[config.mk]
export PLATFORM = sky130hd
export DESIGN_NAME = demux_decoder
export DESIGN_NICKNAME = d
export VERILOG_FILES = /design/src/rtl/demux_decoder.sv
export SDC_FILE = /design/constraint.sdc
export NUM_CORES = 1
export LEC_CHECK = 0
export ABC_AREA = 1
export BUFFER_PORTS_ARGS = -buffer_cell sky130_fd_sc_hd__buf_4
export CORE_UTILIZATION = 56
export DETAILED_ROUTE_END_ITERATION = 8
export PLACE_DENSITY_LB_ADDON = 0.15
export SETUP_SLACK_MARGIN = 0.4
export SYNTH_ARGS = -nofsm -noshare
export SYNTH_HDL_FRONTEND = slang
export SYNTH_SLANG_ARGS = --single-unit
export TNS_END_PERCENT = 10
[constraint.sdc]
create_clock -name clk -period 1.9 [get_ports clk]
set_input_delay 0.38 -clock clk [delete_from_list [all_inputs] [get_ports clk]]
set_output_delay 0.38 -clock clk [all_outputs]
set_load 0.02 [all_outputs]
[src/rtl/demux_decoder.sv]
`default_nettype none
// ============================================================================
// Module   : demux_decoder
// Brief    : Pin-level channel latch and 1-of-32 decoder with CDC synchronizers
// Revision : 1.0 - initial release
// ============================================================================
module demux_decoder #(
    parameter int          SYNC_STAGES    = 2,
    parameter logic [23:0] TIMEOUT_CYCLES = 24'd4000000
) (
    input  logic        clk,
    input  logic        rst,
    input  logic        ena_n,
    input  logic        wr_n,
    input  logic        cs_n,
    input  logic [4:0]  set_ch_n,
    output logic [4:0]  ch_idx,
    output logic [31:0] ch_sel,
    output logic        latch_pulse,
    output logic        err_setup,
    output logic        stale,
    output logic [15:0] latch_cnt
);

    localparam logic [1:0] S_IDLE  = 2'd0;
    localparam logic [1:0] S_SEL   = 2'd1;
    localparam logic [1:0] S_WRITE = 2'd2;

    if (SYNC_STAGES < 2 || SYNC_STAGES > 4) begin : g_bad_sync_stages
        $error("demux_decoder: SYNC_STAGES must be in 2..4");
    end

    logic [7:0]                   w_pins;
    logic [SYNC_STAGES-1:0][7:0]  r_sync;
    logic [7:0]                   w_sync_out;
    logic                         w_ena_s;
    logic                         w_wr_s;
    logic                         w_cs_s;
    logic [4:0]                   w_addr_s;

    logic [1:0]  r_state;
    logic [1:0]  w_state_next;
    logic        w_accept;
    logic [4:0]  w_idx_next;
    logic [4:0]  r_ch_idx;
    logic [31:0] r_ch_sel;
    logic        r_en;
    logic        r_latch_pulse;
    logic        r_err_setup;
    logic [4:0]  r_addr_entry;
    logic [15:0] r_latch_cnt;
    logic [23:0] r_stale_cnt;

    assign w_pins = {ena_n, wr_n, cs_n, set_ch_n};

    // Flops reset to 1 so the synchronized view matches idle-high pins.
    genvar s;
    for (s = 0; s < SYNC_STAGES; s++) begin : g_sync
        if (s == 0) begin : g_first
            always_ff @(posedge clk or negedge rst) begin
                if (!rst) r_sync[s] <= '1;
                else      r_sync[s] <= w_pins;
            end
        end else begin : g_rest
            always_ff @(posedge clk or negedge rst) begin
                if (!rst) r_sync[s] <= '1;
                else      r_sync[s] <= r_sync[s-1];
            end
        end
    end

    assign w_sync_out = r_sync[SYNC_STAGES-1];
    assign w_ena_s    = w_sync_out[7];
    assign w_wr_s     = w_sync_out[6];
    assign w_cs_s     = w_sync_out[5];
    assign w_addr_s   = ~w_sync_out[4:0];

    always_comb begin
        w_state_next = r_state;
        w_accept     = 1'b0;
        case (r_state)
            S_IDLE: begin
                if (!w_cs_s) w_state_next = w_wr_s ? S_SEL : S_WRITE;
            end
            S_SEL: begin
                if (w_cs_s)       w_state_next = S_IDLE;
                else if (!w_wr_s) w_state_next = S_WRITE;
            end
            S_WRITE: begin
                // A write-strobe release is accepted even if cs_n rises with it.
                if (w_wr_s) begin
                    w_accept     = 1'b1;
                    w_state_next = w_cs_s ? S_IDLE : S_SEL;
                end else if (w_cs_s) begin
                    w_state_next = S_IDLE;
                end
            end
            default: w_state_next = S_IDLE;
        endcase
    end

    assign w_idx_next = w_accept ? w_addr_s : r_ch_idx;

    always_ff @(posedge clk or negedge rst) begin
        if (!rst) begin
            r_state       <= S_IDLE;
            r_ch_idx      <= '0;
            r_ch_sel      <= '0;
            r_en          <= 1'b0;
            r_latch_pulse <= 1'b0;
            r_err_setup   <= 1'b0;
            r_addr_entry  <= '0;
            r_latch_cnt   <= '0;
            r_stale_cnt   <= '0;
        end else begin
            r_state       <= w_state_next;
            r_ch_idx      <= w_idx_next;
            r_ch_sel      <= r_en ? (32'd1 << w_idx_next) : 32'h0;
            r_en          <= ~w_ena_s;
            r_latch_pulse <= w_accept;
            if (w_state_next == S_WRITE && r_state != S_WRITE)
                r_addr_entry <= w_addr_s;
            if (r_state == S_WRITE && w_addr_s != r_addr_entry)
                r_err_setup <= 1'b1;
            if (w_accept && r_latch_cnt != 16'hFFFF)
                r_latch_cnt <= r_latch_cnt + 16'd1;
            if (w_accept)
                r_stale_cnt <= '0;
            else if (r_stale_cnt != TIMEOUT_CYCLES)
                r_stale_cnt <= r_stale_cnt + 24'd1;
        end
    end

    assign ch_idx      = r_ch_idx;
    assign ch_sel      = r_ch_sel;
    assign latch_pulse = r_latch_pulse;
    assign err_setup   = r_err_setup;
    assign stale       = (r_stale_cnt == TIMEOUT_CYCLES);
    assign latch_cnt   = r_latch_cnt;

endmodule
`default_nettype wire

[Word-level counts from Yosys, hierarchy flattened]
Cells that the tools add are included.
Word-level totals
  register bits: 103
  bits of input ports: 10
  output and inout bits: 56
  logic and storage cells: 43
Operators by class
  add/sub/neg operators: 2
  equality and inequality tests: 8
  shift-type cells: 1
  multiplexer cells: 14
  bitwise logic cells: 2
  reduce and logical (&&, ||, !) cells: 5
Operators by type and width (number)
  two-way mux 24 bit: 2
  two-way mux 32 bit: 1
  << shifter 1 x 5 -> 32 bit (first input constant): 1
  adder 24 x 1 -> 24 bit (second input constant): 1
  == test 24 x 22 -> 1 bit (second input constant): 1
  inequality test 24 x 22 -> 1 bit (second input constant): 1
  adder 16 x 1 -> 16 bit (second input constant): 1
  inequality test 16 bit (second input constant): 1
  two-way mux 2 bit: 6
  case mux 2 bit (3 select lines): 1
  two-way mux 5 bit: 1
  inequality test 5 bit: 1
  NOT 5 bit: 1
  == test 2 bit (second input constant): 2
  logical AND 1 bit: 3
  two-way mux 1 bit: 3
  == test 2 x 1 -> 1 bit (second input constant): 1
  logical NOT 2 bit: 1
  inequality test 2 bit (second input constant): 1
  nonzero test 2 bit: 1
  NOT 1 bit: 1

[Depth between registers and ports, before layout]
  depth after elaboration: 5
  mapped depth: 9
  depth with buffers taken out: 9

[Least setup slack after synthesis]
No wires, ideal clock.
  path type: register to register
  start: reg r_latch_cnt[0], in the netlist latch_cnt[0]
  end: reg r_latch_cnt[7], in the netlist latch_cnt[7]
  library setup time: 118 ps
  arrival time: 1545 ps
  required time: 1782 ps
  path slack: 236 ps
  cell stages (with the launch flop): 10
  path buffers: 1
  clock period less this slack: 1664 ps
  cells stage by stage: dfrtp_1 ha_1 inv_1 nor2_4 nand2_2 nor2_2 nor2_2 buf_6 nand2_1 o21ai_2
Between the ends
  cells in the longest elaborated chain, start to end: 2
  elaborated cells between the ends (all ways): 3
  those cells by class: 1 x add/sub; 1 x eq/ne; 1 x reduce/logical
Ends and longest elaborated chain
  start, declared: line 51  | logic [15:0] r_latch_cnt;
  start signal, assigned: line 126  | r_latch_cnt <= r_latch_cnt + 16'd1;
  branches (longest 2 deep; another with adder 16 x 1 -> 16 bit)
Several ways; the timed one is not identified.
A chain may end at the register's enable or synchronous reset.

[Final worst setup path]
  start: reg r_stale_cnt[3]
  end: out stale
Between the ends
  cells in the longest elaborated chain, start to end: 1
Ends and longest elaborated chain
  start, declared: line 52  | logic [23:0] r_stale_cnt;
  start signal, assigned: line 130  | r_stale_cnt <= r_stale_cnt + 24'd1;
  == test 24 x 22 -> 1 bit: line 138  | assign stale = (r_stale_cnt == TIMEOUT_CYCLES);
  end, declared: line 21  | output logic stale,
No other way between the ends.

==> impl_metrics.env <==
export IMPL_status="complete, no violations"
export IMPL_fin_nets=688
export IMPL_synth_seq_cells=103
export IMPL_antenna_found_initial=0
export IMPL_hold_path_cell_count=1
export IMPL_rsz0062_at_grt="true"
export IMPL_chipHeight_um=93.8
export IMPL_register_area_mm2=0.00260
export IMPL_numPortBuffers=65
export IMPL_dp_hpwl_um=7350
export IMPL_place_gp_congestion=0.916
export IMPL_drtIter0Drc=200
export IMPL_crit_type="reg2out"
export IMPL_min_period_ns=1.90
export IMPL_synth_fp_nets=577
export IMPL_worst_path_max_fanout=2
export IMPL_yosys_top_cells_count="nand2_1, nor2_1, dfrtp_1"
export IMPL_final_core_util=0.798
export IMPL_synth_top_area_cell="dfrtp_1"
export IMPL_synth_area_leaders="dfrtp_1, nand2_1, dfstp_2"
export IMPL_grt_total_usage=0.262
export IMPL_grt_pass1_vias=3897
export IMPL_h_tree_depth=3
export IMPL_first_pass_iters=5
export IMPL_diodes=0
export IMPL_netlist_area_mm2=0.00472
export IMPL_clock_path_buffers=2
export IMPL_syn_to_final_growth_pct=38.3
export IMPL_cp_required_ns=1.52
export IMPL_avgSynthCellArea_um2=8.36
export IMPL_cts_made_buffers=9
export IMPL_setup_violations_final=0
export IMPL_worstMarginPinSlew_ns=0.385
export IMPL_dr_total_vias=4252
export IMPL_critPathLaunchType="register"
export IMPL_synthCells=564
export IMPL_clk_pin_slew_worst_paths_ns=0.11
export IMPL_cts_sinks=103
export IMPL_power_leakage_nw=3.03
export IMPL_ys_warnings_count=0
export IMPL_synth_edff_count=0
export IMPL_worstHoldPathType="in2reg"
export IMPL_crit_chain="inv_2, nand2_2, nor2_2, nand2_1, nor2_2, nand2_2, inv_2, buf_6"
export IMPL_routed_wl_um=12200
export IMPL_grt_pass1_wl_um=17900
export IMPL_ff2ff_path_depth=8
export IMPL_power_mw=5.69
export IMPL_arrival_ns=1.52
export IMPL_cp_slowest_cell="dfrtp_1"
export IMPL_ant_nets=0
export IMPL_drv_slew=0
export IMPL_cp_depth=8
export IMPL_cts_root_buf="clkbuf_8"
export IMPL_finalSetupTns_ns=0
export IMPL_via_per_inst=5.42
export IMPL_die_area_mm2=0.00879
export IMPL_synth_most_common_cell="nand2_1"
export IMPL_start_util=0.577
export IMPL_io_pins=66
export IMPL_n_fill_cell=508
export IMPL_p_per_area_mw_per_mm2=873
export IMPL_peakVddDrop_v=0.000638
export IMPL_wl_per_cell_um=15.5
export IMPL_synth_cell_types=25
export IMPL_maxCapViolations=0
export IMPL_rows=33
export IMPL_drive_gt1_frac=0.382
export IMPL_core_mm2=0.00818
export IMPL_hold_viol=0
export IMPL_grt_max_degree=36
export IMPL_cts_tree="done"
export IMPL_synth_top_area_share=0.462
export IMPL_setup_ws_ns=0.00105
export IMPL_place_ws_ns=-0.0851
export IMPL_cpLargestDelayFamily="simple AND/OR/NAND/NOR gates"
export IMPL_ys_seq_area_frac=0.551
export IMPL_worstSkewPairLatency_ns=0.38
export IMPL_grt_remaining_overflow=0
export IMPL_finalCritPeriodShare=0.999
export IMPL_drc=0
export IMPL_ys_flop_type="dfrtp_1"
export IMPL_multi_input_area_mm2=0.00246
export IMPL_critical_path_max_stage_delay_ns=0.42
export IMPL_cp_end_kind="output port"
export IMPL_fmax_mhz=527
export IMPL_die_width_um=93.8
export IMPL_slew_headroom=0.742
export IMPL_clock_skew_ns=0.0126
export IMPL_crit_buf_inv=3
export IMPL_synth_async_sr_flop_share=1.00
export IMPL_hold_ws_ns=0.0936
## worst paths after layout
| kind | slack [ns] | end | start |
|---|---|---|---|
| min reg2reg | 0.36 | w_sync_out[1] | r_sync[1] |
| max in group asynchronous | 0.82 | w_sync_out[7] | rst |
| min | 0.09 | r_sync[1] | set_ch_n[1] |
| max | 0.001 | stale | r_stale_cnt[3] |
| max reg2reg | 0.22 | r_stale_cnt[14] | r_stale_cnt[0] |
| min in group asynchronous | 0.44 | latch_pulse | rst |
## flip-flops by register name (all words and copies together) (netlist names)
name          cells
ch_idx            5
err_setup         1
r_state           2
w_sync_out        8
latch_cnt        16
latch_pulse       1
r_addr_entry      5
r_en              1
r_stale_cnt      24
ch_sel           32
r_sync            8
## through the flow
step	cells	instance area (um2)
5_1_grt	785	6520
3_5_place_dp	739	5410
2_1_floorplan	564	4730
3_3_place_gp	739	5410
6_report	785	6520
4_1_cts	776	5850
## repair_timing
item	4_1_cts	5_1_grt
resized for setup	19	145
gates cloned	1	1
endpoints found under the hold margin	22	0
pin swaps	7	90
setup buffers	19	8
hold buffers	1	0
endpoints found under the setup margin	58	67
## worst reg2reg max path, delay by kind of cell (launching register included)
family | cells | cell delay [ns]
flops | 1 | 0.43
xor+xnor | 1 | 0.16
simple gates | 5 | 0.67
buf+inv | 1 | 0.15
fa+ha+maj | 1 | 0.16
## cells in the final DEF (no fill, tap or decap), drive strengths merged, types with 11 or more instances in the layout
| cell type | synthesis | routed |
|---|---|---|
| nand2 | 173 | 174 |
| nor2 | 113 | 114 |
| buf | 9 | 106 |
| dfrtp | 87 | 87 |
| inv | 53 | 56 |
| nand3 | 36 | 36 |
| o21ai | 25 | 25 |
| dfstp | 16 | 16 |
| nand4 | 13 | 13 |
| xor2 | 11 | 11 |
## report_power, final
group          switching [mW]  internal, mW
Clock                   0.845         0.599
Combinational            1.01         0.684
Sequential              0.171          2.39
## final cells by class
| cell class | count | share of cell area |
|---|---|---|
| clock inverters | 6 | 0.0107 |
| flip-flops and latches | 103 | 0.399 |
| clock buffers | 10 | 0.0228 |
| well taps | 105 | 0.0201 |
| multi-input cells | 401 | 0.377 |
| inverters | 53 | 0.0309 |
| repair buffers | 107 | 0.140 |
## layer usage
metal  track usage  share of wire  vias to the layer above
met4        0.0846          0.026                        0
met5             0              0                        -
met1         0.329           0.39                     2072
met3        0.0477          0.054                       30
li1              -              -                     1991
met2         0.456           0.53                      159
## cells by family after synthesis
family          share of synthesized area
buf+inv                            0.0576
flops                               0.551
xor+xnor                           0.0297
simple gates                        0.310
fa+ha+maj                         0.00796
compound gates                     0.0443
Power figures use the tool's default switching activity.
